## src/rtl/instruction_fetch_if.sv

```systemverilog
// instruction_fetch_if: fetch unit <-> instruction memory / decode signal bundle
interface instruction_fetch_if #(
  parameter int ADDR_W = 16,
  parameter int DATA_W = 32
);
  logic              fetch_en;
  logic [ADDR_W-1:0] pc;
  logic [DATA_W-1:0] mem_instr;
  logic              redirect_valid;
  logic [ADDR_W-1:0] redirect_pc;
  logic              out_valid;
  logic              out_ready;
  logic [DATA_W-1:0] out_instr;
  logic [ADDR_W-1:0] out_pc;
  modport master (
    input  fetch_en, mem_instr, redirect_valid, redirect_pc, out_ready,
    output pc, out_valid, out_instr, out_pc
  );
  modport slave (
    output fetch_en, mem_instr, redirect_valid, redirect_pc, out_ready,
    input  pc, out_valid, out_instr, out_pc
  );
endinterface

```

## src/rtl/instruction_fetch.sv

```systemverilog
// instruction_fetch: PC sequencing, one-deep read tracking and instruction buffer with redirect flush
module instruction_fetch #(
  parameter int                ADDR_W     = 16,
  parameter int                DATA_W     = 32,
  parameter logic [ADDR_W-1:0] RESET_PC   = '0,
  parameter int                FIFO_DEPTH = 2
) (
  input logic                clk,
  input logic                reset,
  instruction_fetch_if.master bus
);
  localparam int PW = FIFO_DEPTH > 1 ? $clog2(FIFO_DEPTH) : 1;
  localparam int CW = $clog2(FIFO_DEPTH + 1);
  localparam logic [PW-1:0] LAST = PW'(FIFO_DEPTH - 1);
  localparam logic [CW:0]   CAP  = (CW + 1)'(FIFO_DEPTH);
  typedef enum logic {IDLE, RUN} state_t;
  state_t            state_q;
  logic [ADDR_W-1:0] pc_q;
  logic [ADDR_W-1:0] req_pc_q;
  logic              inflight_q;
  logic [CW-1:0]     count_q;
  logic [PW-1:0]     rd_q;
  logic [PW-1:0]     wr_q;
  logic [DATA_W-1:0] instr_q [FIFO_DEPTH];
  logic [ADDR_W-1:0] addr_q  [FIFO_DEPTH];
  logic              valid;
  logic              pop;
  logic              push;
  logic              issue;
  logic [CW:0]       occ;
  function automatic logic [PW-1:0] nxt(input logic [PW-1:0] p);
    return p == LAST ? '0 : p + 1'b1;
  endfunction
  // handshake decode; the issue check counts the in-flight word and credits a same-cycle pop
  always_comb begin
    valid = count_q != '0;
    pop   = valid & bus.out_ready;
    push  = inflight_q & ~bus.redirect_valid;
    occ   = {1'b0, count_q} + {{CW{1'b0}}, inflight_q} - {{CW{1'b0}}, pop};
    issue = (state_q == RUN) & bus.fetch_en & ~bus.redirect_valid & (occ < CAP);
  end
  assign bus.pc        = pc_q;
  assign bus.out_valid = valid;
  assign bus.out_instr = valid ? instr_q[rd_q] : '0;
  assign bus.out_pc    = valid ? addr_q[rd_q] : '0;
  // fetch FSM, PC, in-flight tracking and FIFO pointers; redirect flushes everything buffered
  always_ff @(posedge clk) begin
    if (!reset) begin
      state_q    <= IDLE;
      pc_q       <= RESET_PC;
      req_pc_q   <= RESET_PC;
      inflight_q <= 1'b0;
      count_q    <= '0;
      rd_q       <= '0;
      wr_q       <= '0;
    end else begin
      assert (!(push && !pop && count_q == CW'(FIFO_DEPTH)));
      state_q    <= bus.fetch_en ? RUN : IDLE;
      inflight_q <= issue;
      if (issue) begin
        pc_q     <= pc_q + 1'b1;
        req_pc_q <= pc_q;
      end
      if (bus.redirect_valid) begin
        pc_q    <= bus.redirect_pc;
        count_q <= '0;
        rd_q    <= '0;
        wr_q    <= '0;
      end else begin
        if (push) wr_q <= nxt(wr_q);
        if (pop) rd_q <= nxt(rd_q);
        count_q <= count_q + CW'(push) - CW'(pop);
      end
    end
  end
  // buffer storage; contents are only visible while count is non-zero so no reset is needed
  always_ff @(posedge clk) begin
    if (push) begin
      instr_q[wr_q] <= bus.mem_instr;
      addr_q[wr_q]  <= req_pc_q;
    end
  end
endmodule

```

## src/flat_wrapper.sv

```systemverilog
// flat-port wrapper written by rule: the top's interface ports become plain ports
module instruction_fetch_flat 
#(
  parameter int                ADDR_W     = 16,
  parameter int                DATA_W     = 32,
  parameter logic [ADDR_W-1:0] RESET_PC   = '0,
  parameter int                FIFO_DEPTH = 2
)
  (clk, reset, bus_fetch_en, bus_mem_instr, bus_redirect_valid, bus_redirect_pc, bus_out_ready, bus_pc, bus_out_valid, bus_out_instr, bus_out_pc);
  instruction_fetch_if #(.ADDR_W(ADDR_W), .DATA_W(DATA_W)) bus_i ();
  input logic clk;
  input logic reset;
  input wire logic [$bits(bus_i.fetch_en)-1:0] bus_fetch_en;
  input wire logic [$bits(bus_i.mem_instr)-1:0] bus_mem_instr;
  input wire logic [$bits(bus_i.redirect_valid)-1:0] bus_redirect_valid;
  input wire logic [$bits(bus_i.redirect_pc)-1:0] bus_redirect_pc;
  input wire logic [$bits(bus_i.out_ready)-1:0] bus_out_ready;
  output wire logic [$bits(bus_i.pc)-1:0] bus_pc;
  output wire logic [$bits(bus_i.out_valid)-1:0] bus_out_valid;
  output wire logic [$bits(bus_i.out_instr)-1:0] bus_out_instr;
  output wire logic [$bits(bus_i.out_pc)-1:0] bus_out_pc;
  assign bus_i.fetch_en = bus_fetch_en;
  assign bus_i.mem_instr = bus_mem_instr;
  assign bus_i.redirect_valid = bus_redirect_valid;
  assign bus_i.redirect_pc = bus_redirect_pc;
  assign bus_i.out_ready = bus_out_ready;
  assign bus_pc = bus_i.pc;
  assign bus_out_valid = bus_i.out_valid;
  assign bus_out_instr = bus_i.out_instr;
  assign bus_out_pc = bus_i.out_pc;
  instruction_fetch #(.ADDR_W(ADDR_W), .DATA_W(DATA_W), .RESET_PC(RESET_PC), .FIFO_DEPTH(FIFO_DEPTH)) u_core (.clk(clk), .reset(reset), .bus(bus_i));
endmodule
```

## config.mk

```make
export PLATFORM = sky130hd
export DESIGN_NAME = instruction_fetch_flat
export DESIGN_NICKNAME = d
export VERILOG_FILES = /design/src/rtl/instruction_fetch_if.sv /design/src/rtl/instruction_fetch.sv /design/src/flat_wrapper.sv
export SDC_FILE = /design/constraint.sdc
export NUM_CORES = 1
export LEC_CHECK = 0
export ABC_AREA = 1
export CAP_MARGIN = 25
export CORE_MARGIN = 4
export CORE_UTILIZATION = 51
export CTS_CLUSTER_DIAMETER = 150
export CTS_CLUSTER_SIZE = 10
export DETAILED_ROUTE_END_ITERATION = 6
export PLACE_DENSITY_LB_ADDON = 0.05
export RECOVER_POWER = 50
export SETUP_SLACK_MARGIN = 0.15
export SKIP_CTS_REPAIR_TIMING = 1
export SLEW_MARGIN = 10
export SYNTH_ARGS = -nofsm -noshare
export SYNTH_HDL_FRONTEND = slang
export SYNTH_SLANG_ARGS = --single-unit
```

## constraint.sdc

```tcl
create_clock -name clk -period 4.35 [get_ports clk]
set_input_delay 1.0875 -clock clk [delete_from_list [all_inputs] [get_ports clk]]
set_output_delay 1.0875 -clock clk [all_outputs]
set_load 0.05 [all_outputs]
```

==> out/metrics.csv, run 1 <==
stage;metric;value;unit
final_layout;drive_gt1_share;11.7;%
clocking;path_clk_slew;0.06;ns
global_routing;grt_pass1_vias;4172;
die;fp.dieArea;12900;um^2
power;p_total;0.00281;W
critical_path;reg2reg_depth;16;
power;combPwrFrac;6.4;%
final_layout;n_antenna_cell;0;
global_routing;grt_pass1_wl;20600;um
clocking;root_buffer;clkbuf_8;
power;leakagePower;2.76;nW
clocking;clk_latency;0.50;ns
detailed_routing;vias_per_cell;5.17;
critical_path;crit_arrival;4.05;ns
timing;relSlewSlack;-37.2;%
clocking;cts_sinks;135;
synth;avgSynthCellArea;10.5;um^2
global_routing;grt_max_degree;49;
final_layout;final_common_cell;nand2_1;
synth;yosysSeqAreaShare;64.5;%
die;start_util;52.1;%
synth;syn_inst;539;
synth;yosys_register_bits;135;
detailed_routing;drc;0;
detailed_routing;antenna_left;0;
global_routing;grt_antenna_before_repair;0;
clocking;htreeDepth;4;
die;core;10900;um^2
critical_path;r2r_end;u_core.bus.pc[4]$_SDFFE_PN0P_;
outcome;status;finished with violations;
critical_path;r2r-start;u_core.count_q[1]$_SDFF_PP0_;
detailed_routing;drt_first_pass_iters;5;
min_path;hold_depth;0;
timing;period_minus_slack;3.85;ns
clocking;numCtsBuffers;17;
timing;slew_violations;23;
power;p_sw;0.000601;W
critical_path;cp_max_fo;23;
detailed_routing;avgRoutedWirePerCell;15.3;um
synth;syn_nets;597;
critical_path;path_class;input port to register;
timing;period_share;88.5;%
min_path;holdPathEnd;u_core.addr_q[1][7]$_DFFE_PP_;
min_path;hp-class;register to register;
power;p_seq_share;50.3;%
min_path;min_from;u_core.req_pc_q[7]$_SDFFE_PN0P_;
final_layout;multi_input_area;1720;um^2
synth;synth.distinct_cells;36;
detailed_routing;drt_iter0_drc;237;
global_routing;track_usage;20.3;%
synth;syn_area;5680;um^2
timing;fmax;0.260;GHz
synth;synth_edf_count;96;
job;maxCapViolations;1;
timing;timing.hold.ws;0.454;ns
timing;rsz0062_at_grt;false;
synth;yosysTopAreaCellShare;50.8;%
final_layout;ff_latch_area;3660;um^2
timing;tightest_slew;2.05;ns
die;die_y;114;um
timing;report.final.setup_viol;0;
synth;ys_warn_count;0;
place;place.gp.congestion;0.898;
power;ir_drop;198;uV
critical_path;reg2reg_slack;1.15;ns
synth;synth_area_leader_cell;edfxtp_1;
final_layout;area_growth_syn_to_layout;31.2;%
synth;async_flop_share;0;%
detailed_routing;vias;4207;
critical_path;start_kind;input port;
final_layout;most-common-layout-cells;nand2_1 (162), edfxtp_1 (96), clkdlybuf4s50_1 (70), a21oi_1 (62), dfxtp_1 (38);
clocking;clk_path_buf_depth;2;
synth;synth_area_leaders;edfxtp_1 (51%), dfxtp_1 (14%), nand2_1 (11%);
die;ios;118;
final_layout;fin_nets;719;
place;dp_hpwl;8320;um
global_routing;grt_overflow;0;
final_layout;num-fill-cells;851;
die;die_x;114;um
power;p_per_area;377;nW/um^2
power;power.internal;0.00221;W
timing;fin_setup_tns;0;ns
timing;finClkSkew;0.00925;ns
critical_path;required;4.55;ns
place;portBuffers;117;
power;p_clk_share;43.4;%
synth;synth_flop_cell;edfxtp_1;
timing;hold_viol_final;0;
detailed_routing;wirelength;12500;um
die;rows;38;
critical_path;cp-end-kind;register;
clocking;cts_tree;yes;
outcome;violations;max-capacitance violations, max-slew violations;
power;switching_share;21.4;%
==> stage by stage <==
step / setup WS [ns] / cells / cell area [um^2] / util (%)
2_1_floorplan: 0.428 / 539 / 5680 / -
6_report: 0.500 / 814 / 7450 / 68.4
5_1_grt: 0.241 / 814 / 7450 / 68.4
3_3_place_gp: 0.739 / 782 / 6950 / 63.8
3_5_place_dp: 0.652 / 782 / 6950 / 63.8
4_1_cts: 0.571 / 814 / 7460 / 68.5
==> state kept, by name (all words and copies together) (netlist names), named ones only <==
name and flops:
u_core.count_q 2, u_core.inflight_q 1, u_core.wr_q 1, u_core.bus.pc 16, u_core.req_pc_q 16, u_core.addr_q 32
u_core.instr_q 64, u_core.state_q 1, u_core.rd_q 1
==> how the worst max path moves through the flow <==
stage                            start                               to  slack (ns)
global route        bus_redirect_valid  u_core.instr_q[1][27]$_DFFE_PP_        0.24
detailed placement       bus_out_ready    u_core.bus.pc[2]$_SDFFE_PN0P_        0.65
CTS                           register                 bus_out_instr[2]        0.57
floorplan           bus_redirect_valid    u_core.addr_q[1][0]$_DFFE_PP_        0.43
finish              bus_redirect_valid  u_core.instr_q[1][27]$_DFFE_PP_        0.50
global placement         bus_out_ready    u_core.bus.pc[2]$_SDFFE_PN0P_        0.74
==> layer usage <==
metal | vias to the layer above | global-route usage [%] | wire length (um) | part of all wire (%)
met5 | - | 0 | 0 | 0
met3 | 20 | 4.67 | 785 | 6.3
met2 | 167 | 31.8 | 5820 | 47
met4 | 0 | 8.33 | 224 | 1.8
li1 | 2063 | - | - | -
met1 | 1957 | 27.4 | 5620 | 45
==> cells in the mapped netlist, types with 2 or more instances <==
cell and instances:
nor2_1 35, xnor2_1 3, a21oi_1 62, nand2_1 162, ha_1 4, buf_2 8, nor2_4 2, a21oi_2 3
buf_1 2, xor2_1 3, nand3b_1 2, o21ai_0 24, nand3_2 7, dfxtp_1 39, clkbuf_1 9, inv_1 35
nand2_4 2, or2_2 3, nand3_1 14, nand4_1 2, buf_12 2, o211a_1 2, a211oi_2 5, buf_6 2
edfxtp_1 96
==> power by group through the flow <==
stage / registers (W) / clock network [W] / logic [W]
after floorplan: 0.00146 / 0 / 0.0000700
final: 0.00141 / 0.00122 / 0.000179
after global placement: 0.00144 / 0 / 0.000183
after CTS: 0.00141 / 0.00124 / 0.000187
after detailed placement: 0.00144 / 0 / 0.000185
after global routing: 0.00142 / 0.00132 / 0.000194
==> cell type report <==
cell class	instances	area share, %
multi-input combinational	342	23.0
tap	140	2.35
timing repair buffer	127	16.4
clock buffer	20	5.71
inverter	38	2.18
sequential	135	49.2
clock inverter	12	1.16
==> critical path, cell delays in order <==
cell and delay (ns):
dlygate4sd3_1 0.53, buf_4 0.21, nor2_1 0.19, inv_1 0.11, nor2_1 1.51, buf_4 0.40
==> logic make-up (layout without fill, tap and decap cells) <==
kind of cell / count (synthesis) / in the layout / share of synthesized area, %
AO/OA/AOI/OAI: 98 / 98 / 9.76
XOR/XNOR: 6 / 6 / 0.926
adder cells (fa/ha/maj): 5 / 5 / 1.23
buffers and inverters: 62 / 197 / 5.53
flip-flops: 135 / 135 / 64.5
AND/OR/NAND/NOR: 233 / 233 / 18.0
Power figures use the tool's default switching activity.
==> inputs of run 2 (changes only) <==
--- a/config.mk
+++ b/config.mk
@@ -7,7 +7,8 @@
 export LEC_CHECK = 0
 export ABC_AREA = 1
 export CAP_MARGIN = 25
-export CORE_MARGIN = 4
+export CORE_ASPECT_RATIO = 2
+export CORE_MARGIN = 3
 export CORE_UTILIZATION = 51
 export CTS_CLUSTER_DIAMETER = 150
 export CTS_CLUSTER_SIZE = 10
==> out/metrics.csv, run 2 (synthesized netlist as in run 1, its figures left out) <==
stage;metric;value;unit
clocking;path_clk_slew;0.05;ns
critical_path;cp.buffers_inverters;4;
place;place.gp.congestion;0.875;
timing;finalWorstSetupSlack;0.826;ns
place;dp_slack;0.656;ns
clocking;cts_tree;yes;
timing;period_minus_slack;3.52;ns
detailed_routing;vias;4105;
power;ir_drop;345;uV
power;p_per_area;402;nW/um^2
global_routing;grt_use_met2;36.8;%
critical_path;crit_end;u_core.addr_q[0][7]$_DFFE_PP_;
critical_path;slowest_delay;0.71;ns
final_layout;drive_gt1_share;16.7;%
critical_path;crit_arrival;3.42;ns
die;rows;53;
place;postPlaceCellArea;6830;um^2
critical_path;reg2reg_depth;16;
final_layout;most-common-layout-cells;nand2_1 (162), edfxtp_1 (96), a21oi_1 (62), buf_4 (53), dfxtp_1 (39);
clocking;clk_path_buf_depth;2;
final_layout;fin_nets;717;
outcome;status;completed;
critical_path;required;4.25;ns
critical_path;cp_max_fo;48;
detailed_routing;antenna_left;0;
power;leakagePower;2.84;nW
critical_path;cp.depth;6;
critical_path;crit_path_start;bus_redirect_valid;
global_routing;grt_max_degree;49;
global_routing;track_usage;21.1;%
min_path;hp-class;register to register;
place;portBuffers;117;
detailed_routing;vias_per_cell;5.07;
timing;timing.hold.ws;0.453;ns
critical_path;crit_chain;dlygate4sd3_1 -> clkbuf_1 -> nor2_1 -> inv_1 -> nor2_4 -> clkbuf_2;
timing;period_share;81.0;%
place;dp_hpwl;8670;um
timing;relSlewSlack;18.0;%
timing;hold_viol_final;0;
clocking;htreeDepth;4;
timing;finClkSkew;0.0120;ns
die;core;10700;um^2
die;fp.dieArea;12500;um^2
critical_path;path_delay_family;buffers and inverters;
critical_path;start_kind;input port;
timing;fmax;0.284;GHz
die;ios;118;
detailed_routing;wirelength;12700;um
clocking;numCtsBuffers;17;
global_routing;met3_usage;5.33;%
die;die_y;155;um
critical_path;r2r_end;u_core.bus.pc[2]$_SDFFE_PN0P_;
global_routing;grt_overflow;0;
global_routing;grt_antenna_before_repair;0;
final_layout;n_antenna_cell;0;
critical_path;reg2reg_slack;1.59;ns
clocking;root_buffer;clkbuf_16;
die;start_util;53.2;%
detailed_routing;drt_iter0_drc;200;
final_layout;final_common_cell;nand2_1;
timing;rsz0062_at_grt;false;
critical_path;cp-end-kind;register;
critical_path;r2r-start;u_core.count_q[1]$_SDFF_PP0_;
die;die_x;80.6;um
global_routing;grt_pass1_wl;20100;um
detailed_routing;avgRoutedWirePerCell;15.7;um
final_layout;largestRegisters;u_core.instr_q: 64 flops, u_core.addr_q: 32 flops;
clocking;cts_sinks;135;
timing;report.final.setup_viol;0;
final_layout;area_growth_syn_to_layout;30.2;%
final_layout;num-fill-cells;866;
global_routing;use_met1;23.6;%
final_layout;largest_reg_flops;64;
clocking;clk_latency;0.41;ns
global_routing;grt.busiest_layer;met2;
timing;tightest_slew;1.23;ns
critical_path;crit_slowest_cell;clkbuf_1;
job;maxCapViolations;0;
final_layout;top_register;u_core.instr_q;
global_routing;grt_pass1_vias;4105;
timing;fin_setup_tns;0;ns
detailed_routing;drc;0;
final_layout;finalInstanceArea;7390;um^2
timing;slew_violations;0;
detailed_routing;drt_first_pass_iters;4;
critical_path;path_class;input port to register;
-- run 2: final cells by class --
type | count | area (um^2) | area share [%]
Sequential cell | 135 | 3660 | 49.5
Multi-Input combinational cell | 342 | 1720 | 23.3
Timing Repair Buffer | 125 | 1100 | 14.9
Clock buffer | 22 | 444 | 6.01
Tap cell | 137 | 171 | 2.32
Inverter | 38 | 163 | 2.20
Clock inverter | 10 | 129 | 1.74
-- run 2: routing by layer --
layer	up-vias	wire, um
li1	2056	-
met5	-	0
met2	131	7010
met4	0	395
met1	1898	4660
met3	20	651
-- run 2: worst register-to-register path: stages (launching register included) --
cell	delay (ns)
dfxtp_1	0.39
nor2_4	0.11
inv_1	0.05
nand2_1	0.09
inv_1	0.07
ha_1	0.28
or2_2	0.30
fa_1	0.49
nand2_1	0.12
nor2_8	0.17
nand2_8	0.12
nand2_4	0.13
inv_2	0.06
nand2_1	0.06
nand2_1	0.05
nand2_1	0.05
o21ai_0	0.09
-- run 2: stage by stage --
stage	instances	power, W	util, %
finish	809	0.00297	69.3
CTS	809	0.00301	69.4
global route	809	0.00307	69.3
floorplan	539	0.00153	-
global placement	777	0.00162	64.0
detailed placement	777	0.00162	64.0
-- run 2: worst min path at each step --
stage	start	end	slack (ns)	cells past startpoint
2_1_floorplan	u_core.req_pc_q[11]$_SDFFE_PN0P_	u_core.addr_q[0][11]$_DFFE_PP_	0.42	0
3_3_place_gp	u_core.req_pc_q[9]$_SDFFE_PN0P_	u_core.addr_q[0][9]$_DFFE_PP_	0.43	0
3_5_place_dp	u_core.req_pc_q[8]$_SDFFE_PN0P_	u_core.addr_q[1][8]$_DFFE_PP_	0.44	0
4_1_cts	u_core.req_pc_q[8]$_SDFFE_PN0P_	u_core.addr_q[0][8]$_DFFE_PP_	0.45	0
5_1_grt	u_core.req_pc_q[8]$_SDFFE_PN0P_	u_core.addr_q[0][8]$_DFFE_PP_	0.48	0
6_report	u_core.req_pc_q[0]$_SDFFE_PN0P_	u_core.addr_q[1][0]$_DFFE_PP_	0.45	0
-- run 2: power by group --
part           leakage (nW)  internal [W]  switching, W
Combinational          1.37     0.0000748      0.000104
Clock                 0.275      0.000894      0.000485
Sequential             1.19       0.00139     0.0000207
